`src/rtl/sv_qual_seq_mon.sv`:
```
// Multi-channel trig->resp sequence monitor with one-hot-0 check,
// cover-hit counter and saturating failure counter.
module sv_qual_seq_mon #(
   parameter int NUM_CH = 4,
   parameter int DLY    = 10,
   parameter int MODE   = 0,
   parameter int SIG_W  = 4,
   parameter int CNT_W  = 16
) (
   input  logic              clk,
   input  logic              rst,
   input  logic              en,
   input  logic [NUM_CH-1:0] trig_a,
   input  logic [NUM_CH-1:0] resp_b,
   input  logic [SIG_W-1:0]  sig_in,
   input  logic [SIG_W-1:0]  match_val,
   output logic [NUM_CH-1:0] busy,
   output logic [NUM_CH-1:0] pass,
   output logic [NUM_CH-1:0] fail,
   output logic              oneh_err,
   output logic [CNT_W-1:0]  cov_cnt,
   output logic [CNT_W-1:0]  fail_cnt
);

   localparam int CW = $clog2(DLY + 1);
   localparam int SW = CNT_W + $clog2(NUM_CH + 1);
   localparam logic [CW-1:0] DLY_C = CW'(DLY);
   localparam logic [SW-1:0] MAX_C = SW'({CNT_W{1'b1}});

   typedef enum logic {IDLE, WAIT} state_t;

   state_t          st_q  [NUM_CH];
   state_t          st_d  [NUM_CH];
   logic [CW-1:0]   cnt_q [NUM_CH];
   logic [CW-1:0]   cnt_d [NUM_CH];
   logic [NUM_CH-1:0] pass_d;
   logic [NUM_CH-1:0] fail_d;
   logic [SW-1:0]   fsum;

   // Per-channel window FSM: next state, window counter and verdict pulses
   always_comb begin
      pass_d = '0;
      fail_d = '0;
      for (int i = 0; i < NUM_CH; i++) begin
         logic dec;
         st_d[i]  = st_q[i];
         cnt_d[i] = cnt_q[i];
         dec      = 1'b0;
         if (!en) begin
            st_d[i]  = IDLE;
            cnt_d[i] = '0;
         end else if (st_q[i] == IDLE) begin
            if (trig_a[i]) begin
               st_d[i]  = WAIT;
               cnt_d[i] = CW'(1);
            end
         end else begin
            dec = (cnt_q[i] == DLY_C) ||
                  ((MODE != 0) && resp_b[i]);
            if (dec) begin
               pass_d[i] = resp_b[i];
               fail_d[i] = !resp_b[i];
               // A trigger on the deciding edge opens the next window
               if (trig_a[i]) begin
                  st_d[i]  = WAIT;
                  cnt_d[i] = CW'(1);
               end else begin
                  st_d[i]  = IDLE;
                  cnt_d[i] = '0;
               end
            end else begin
               cnt_d[i] = cnt_q[i] + CW'(1);
            end
         end
      end
   end

   // Busy flags decoded straight from the state registers
   always_comb begin
      busy = '0;
      for (int i = 0; i < NUM_CH; i++) begin
         busy[i] = (st_q[i] == WAIT);
      end
   end

   // Widened failure sum so the saturation test never sees a wrap
   always_comb begin
      fsum = SW'(fail_cnt) + SW'($countones(fail_d));
   end

   // State, pulse outputs and statistics counters
   always_ff @(posedge clk) begin
      if (rst) begin
         for (int i = 0; i < NUM_CH; i++) begin
            st_q[i]  <= IDLE;
            cnt_q[i] <= '0;
         end
         pass     <= '0;
         fail     <= '0;
         oneh_err <= 1'b0;
         cov_cnt  <= '0;
         fail_cnt <= '0;
      end else begin
         for (int i = 0; i < NUM_CH; i++) begin
            st_q[i]  <= st_d[i];
            cnt_q[i] <= cnt_d[i];
         end
         pass     <= pass_d;
         fail     <= fail_d;
         oneh_err <= en && ($countones(sig_in) > 1);
         if (en && (sig_in == match_val) && (cov_cnt != '1)) begin
            cov_cnt <= cov_cnt + CNT_W'(1);
         end
         if (fsum > MAX_C) begin
            fail_cnt <= '1;
         end else begin
            fail_cnt <= fsum[CNT_W-1:0];
         end
      end
   end

endmodule

```
`config.mk`:
```
export PLATFORM = sky130hd
export DESIGN_NAME = sv_qual_seq_mon
export DESIGN_NICKNAME = d
export VERILOG_FILES = /design/src/rtl/sv_qual_seq_mon.sv
export SDC_FILE = /design/constraint.sdc
export NUM_CORES = 1
export LEC_CHECK = 0
export CORE_MARGIN = 2
export CORE_UTILIZATION = 46
export DETAILED_ROUTE_END_ITERATION = 10
export PLACE_DENSITY = 0.77
export REMOVE_ABC_BUFFERS = 1
export SLEW_MARGIN = 10
export SYNTH_ARGS = -nofsm -noshare
export SYNTH_HDL_FRONTEND = slang
export SYNTH_SLANG_ARGS = --single-unit
```
`constraint.sdc`:
```
create_clock -name clk -period 3.7 [get_ports clk]
set_input_delay 1.11 -clock clk [delete_from_list [all_inputs] [get_ports clk]]
set_output_delay 1.11 -clock clk [all_outputs]
set_load 0.01 [all_outputs]
```
# Word-level counts from Yosys, hierarchy flattened
# Memories as Yosys holds them, arrays and structs flattened.
# Cells that the tools add are included.
word_totals:
  register_bits: 41
  mem_bits_rw: 20
  input_bits: 19
  wordCells: 118
  memories: 2
classes:
  addsub: 12
  n_lt_le_gt_ge: 2
  eq_ne: 6
  muxes: 60
  bitwise: 17
  n_reduce_logical: 11
memory_table:
  columns: ["name", "words", "width", "read_ports", "rd_ports_with_merged_regs", "write_ports", "line", "text"]
  rows:
  - ["cnt_q", 4, 4, 4, 0, 4, "34", "logic [CW-1:0] cnt_q [NUM_CH];"]
  - ["st_q", 4, 1, 4, 0, 4, "32", "state_t st_q [NUM_CH];"]
ops:
  columns: ["op", "count"]
  rows:
  - ["$mux 4", 20]
  - ["$mux 1", 39]
  - ["$add 16x3->17", 1]
  - ["$gt 17x16->1 const B", 1]
  - ["$add 16x1->16 const B", 1]
  - ["$add 4x1->4 const B", 4]
  - ["$eq 4x4->1 const B", 4]
  - ["$mux 16", 1]
  - ["$ne 16x16->1 const B", 1]
  - ["$reduce_or 4->1", 4]
  - ["$not 1->1", 9]
  - ["$add 1x1->2", 4]
  - ["$or 1x1->1", 8]
  - ["$add 2x2->3", 2]
  - ["$eq 4x4->1", 1]
  - ["$logic_not 1->1", 4]
  - ["$gt 3x1->1 const B", 1]
  - ["$logic_and 1x1->1", 3]

# Logic depth before layout (Yosys ltp)
# An unclocked memory read counts as a cell.
depth:
  ltp_word: 10
  mapped_depth: 14
  mapped_depth_nobuf: 14

# Worst setup path before layout
# OpenSTA, ideal clock, no wires.
synth_timing:
  path_type: "input port to flip-flop"
  startpoint: "in resp_b[0]"
  endpoint: "reg fail_cnt[10]"
  setup_time_ns: 0.070
  arrival_time_ns: 3.593
  path_slack_ns: 0.037
  cell_stages: 11
  path_buffers: 1
  cell_sequence: "and4b_1 -> fa_1 -> inv_1 -> fa_1 -> inv_1 -> fa_1 -> nand4_1 -> nor3b_1 -> nand4_1 -> clkbuf_1 -> a21oi_1"
synth_between:
  elab_chain_len: 9
synth_lines:
  columns: ["item", "line", "text"]
  rows:
  - ["start: declaration", "14", "input logic [NUM_CH-1:0] resp_b,"]
  - ["$logic_not 1->1 (*)", "62", "fail_d[i] = !resp_b[i];"]
  - ["$mux 1 (*)", "60", "if (dec) begin"]
  - ["$mux 1 (*)", "52", "end else if (st_q[i] == IDLE) begin"]
  - ["$mux 1 (*)", "49", "if (!en) begin"]
  - ["$add 1x1->2 (not written as such) (*)", "88", "fsum = SW'(fail_cnt) + SW'($countones(fail_d));"]
  - ["$add 2x2->3 (not written as such) (*)", "88", null]
  - ["$add 16x3->17 (*)", "88", null]
  - ["$gt 17x16->1", "114", "if (fsum > MAX_C) begin"]
  - ["$mux 16 (*)", "114", null]
  - ["end signal: assignment", "117", "fail_cnt <= fsum[CNT_W-1:0];"]
  - ["end: declaration", "22", "output logic [CNT_W-1:0] fail_cnt"]
# Every way passes the cells marked *; elsewhere a longest branch is shown, timed or not.
# A chain may end at the register's enable or synchronous reset.

# Worst setup path after layout
layout_timing:
  startpoint: "in en"
  endpoint: "reg fail_cnt[13]"
layout_between:
  elab_chain_len: 6
layout_lines:
  columns: ["item", "line", "text"]
  rows:
  - ["start: declaration", "12", "input logic en,"]
  - ["$mux 1 (*)", "49", null]
  - ["named net fail_d[2]", "37", "logic [NUM_CH-1:0] fail_d;"]
  - ["$add 1x1->2 (not written as such) (*)", "88", null]
  - ["$add 2x2->3 (not written as such) (*)", "88", null]
  - ["$add 16x3->17 (*)", "88", null]
  - ["$gt 17x16->1", "114", null]
  - ["$mux 16 (*)", "114", null]
# Mark *: on every way through the listed nets, which the timed path passes. The rest lies on a longest branch.

==> flow_summary.yaml <==
floorplan:
  die_w_um: 84.44
  ioPinCount: 64
  num_rows: 29
  die_h_um: 84.44
  initial_core_util_pct: 47.15
  die_area_um2: 7130
  core-area_um2: 6314
final_layout:
  area_growth_pct: 33.08
  layout.nets: 441
  stdcell_area_um2: 3961
  final_cell_mix: "61 x dfxtp_1, 60 x clkdlybuf4s50_1, 36 x nor2_1, 28 x a21oi_1, 21 x nand2_1"
  fin_cells: 490
  insertedDiodeCount: 0
  layout-drive-gt1-share_pct: 11.62
  multi_input_area_um2: 1682
  layout_commonest_cell: "dfxtp_1"
  seq_area_um2: 1221
  post-route-util_pct: 62.74
  fillers: 560
grt:
  antenna_found_initial: 0
  grt_usage_pct: 19.15
  grt_pass1_vias: 2417
  overflow: 0
  grt_max_degree: 39
  grt_pass1_wl_mm: 11.06
routing:
  ant_nets: 0
  wl_met1_mm: 3.034
  top_layer: "met4"
  routed_via_density: 5.429
  vias: 2660
  drt-total-wl_mm: 6.681
  route.met2.wl_mm: 3.180
  drtIter0Drc: 141
  route.detailed.wl_per_inst_um: 13.63
  dr_wl_met3_um: 339
  drc: 0
  drtPass1Iterations: 4
pwr:
  leakage_uw: 0.001419
  max-vdd-ir-drop_mv: 0.2253
  power_density_nw_per_um2: 326.2
logic_synthesis:
  synth_cell_types: 45
  ys_seq_area_share_pct: 41.03
  yosys_warnings: 0
  yosysTopAreaCellShare_pct: 41.03
  synth_top_family_by_area: "simple AND/OR/NAND/NOR gates"
  synth-seq-cells: 61
  synth_area_leaders: "dfxtp_1 41%, a21oi_1 6.1%, nor2_1 4.5%"
  avgSynthCellArea_um2: 8.859
  synth_compound_area_share_pct: 12.95
  synthAdderAreaFrac_pct: 6.894
  netlist_area_um2: 2977
  async_flop_share_pct: 0
  synthMuxAreaShare_pct: 1.723
  synth-xor-area-share_pct: 7.230
  yosys.area.top_type: "dfxtp_1"
  yosys.area_share.simple_pct: 26.36
  synthFlopType: "dfxtp_1"
  synthCells: 336
  synth_edf_count: 0
critical_path:
  path_delay_family: "adder cells"
  worstPathCellList: "dlymetal6s2s_1 > and4b_1 > fa_1 > inv_2 > fa_2 > inv_2 > fa_2 > nand4_1 > nor3b_2 > buf_4 > nand4_1 > buf_6 > a21oi_2"
  path_class: "primary input to flip-flop"
  arrival_ns: 3.69
  ff2ff_path_depth: 15
  start_kind: "primary input"
  cp.buffers_inverters: 5
  critPathCaptureType: "flip-flop"
  cp_num_cells: 13
  critPathSlowestCell: "fa_1"
  worst_ep_required_time_ns: 3.97
  cpPeakStageDelay_ns: 0.52
  worstPathMaxFanout: 8
timing:
  min_period_over_period_pct: 92.31
  finalSetupViolCount: 0
  hold_viol: 0
  rsz0062_at_grt: "false"
  slew_headroom_pct: 67.65
  slew_violations: 0
  skew_ns: 0.007379
  layout_setup_ws_ns: 0.2847
  fmax_mhz: 292.8
  tightest_slew_ns: 0.4812
  finalCriticalPeriod_ns: 3.415
  finalSetupTns_ns: 0
flow_run:
  cap_violations: 0
place:
  placed_area_um2: 3706
  dpl.cell_count: 471
  pre_cts_ws_ns: -0.3862
  dpl.hpwl_mm: 4.856
  portBuffers: 63
  routabilityCongestion: 0.8741
outcome:
  status: "finished clean"
clock_network:
  root_buffer: "clkbuf_8"
  htree_levels: 3
  clockBufferDepth: 2
  cts_tree: "yes"
  clkLatencyLatePin_ns: 0.34
  ctsHoldBuffers: 0
  cts_buffers: 9
  clk_transition_reported_paths_ns: 0.07
  cts_sinks: 61
hold_path:
  min_path_cells: 2
  min_path_type: "flip-flop to flip-flop"
kinds of logic after synthesis:
family,after synthesis
compound gates,66
xor+xnor,22
fa+ha+maj,14
buf+inv,26
flops,61
mux,5
simple gates,142
tightest hold or removal path: cells and delay by family (launching register included):
family / cells / cell delay [ns]
DFF: 1 / 0.34
AOI/OAI and AO/OA: 1 / 0.05
and+or+nand+nor: 1 / 0.07
metal layers:
metal	vias up	track usage (%)
met5	-	0
met4	0	9.091
met3	13	4.523
met2	78	30.38
met1	1224	24.72
li1	1345	-
sequential cells by signal (all words and copies together), names as in the netlist:
name	cells
cov_cnt	16
cnt_q	16
fail	4
st_q	4
oneh_err	1
fail_cnt	16
pass	4
final cells by class:
cell class,instances,share of cell area [%]
Clock buffer,12,3.917
Clock inverter,4,0.5685
Inverter,11,1.042
Multi-Input combinational cell,249,42.45
Sequential cell,61,30.83
Tap cell,77,2.432
Timing Repair Buffer,76,18.76
path summary, 6_finish.rpt:
path                            startpoint                       end  slack [ns]
setup / recovery                        en   fail_cnt[13]$_SDFF_PP0_        0.28
hold / removal    cnt_q[0][2]$_SDFFE_PP0P_  cnt_q[0][2]$_SDFFE_PP0P_        0.50
setup reg to reg  cnt_q[0][0]$_SDFFE_PP0P_   fail_cnt[13]$_SDFF_PP0_        0.32
hold reg to reg   cnt_q[0][2]$_SDFFE_PP0P_  cnt_q[0][2]$_SDFFE_PP0P_        0.50
power breakdown:
group | internal, uW | switching [uW] | total [uW] | leakage [uW]
clock network | 276 | 260 | 536 | 0.0000921
registers | 662 | 9.62 | 672 | 0.000493
logic | 41.3 | 42.7 | 84.0 | 0.000834
total | 980 | 312 | 1290 | 0.00142
through the flow:
step / hold slack [ns] / total power (uW)
5_1_grt: 0.5337 / 1340
2_1_floorplan: 0.4615 / 720.9
4_1_cts: 0.4983 / 1303
3_5_place_dp: 0.4888 / 770.6
3_3_place_gp: 0.4801 / 768.6
6_report: 0.5042 / 1292
cells in the mapped netlist, types with 4 or more instances:
cell type,count
nor4_1,5
o31ai_1,5
nand4_1,6
nor2b_1,10
inv_1,11
ha_1,10
mux2i_1,4
xor2_1,8
o21ai_0,11
a211oi_1,4
nor3b_1,4
nor2_1,36
a41oi_1,4
fa_1,4
buf_4,4
clkbuf_1,10
dfxtp_1,61
nand2_1,21
and3_1,7
nor3_1,7
nand3_1,16
a21oi_1,36
nand3b_1,5
or3_1,4
and4_1,6
xnor2_1,11
timing repair:
item / CTS / global route
endpoints found under the setup margin: 8 / 16
resized for setup: 1 / 17
endpoints found under the hold margin: 0 / 0
pin swaps: 0 / 5
setup buffers: 1 / 2
No activity file was read; power rests on OpenSTA's default activity.
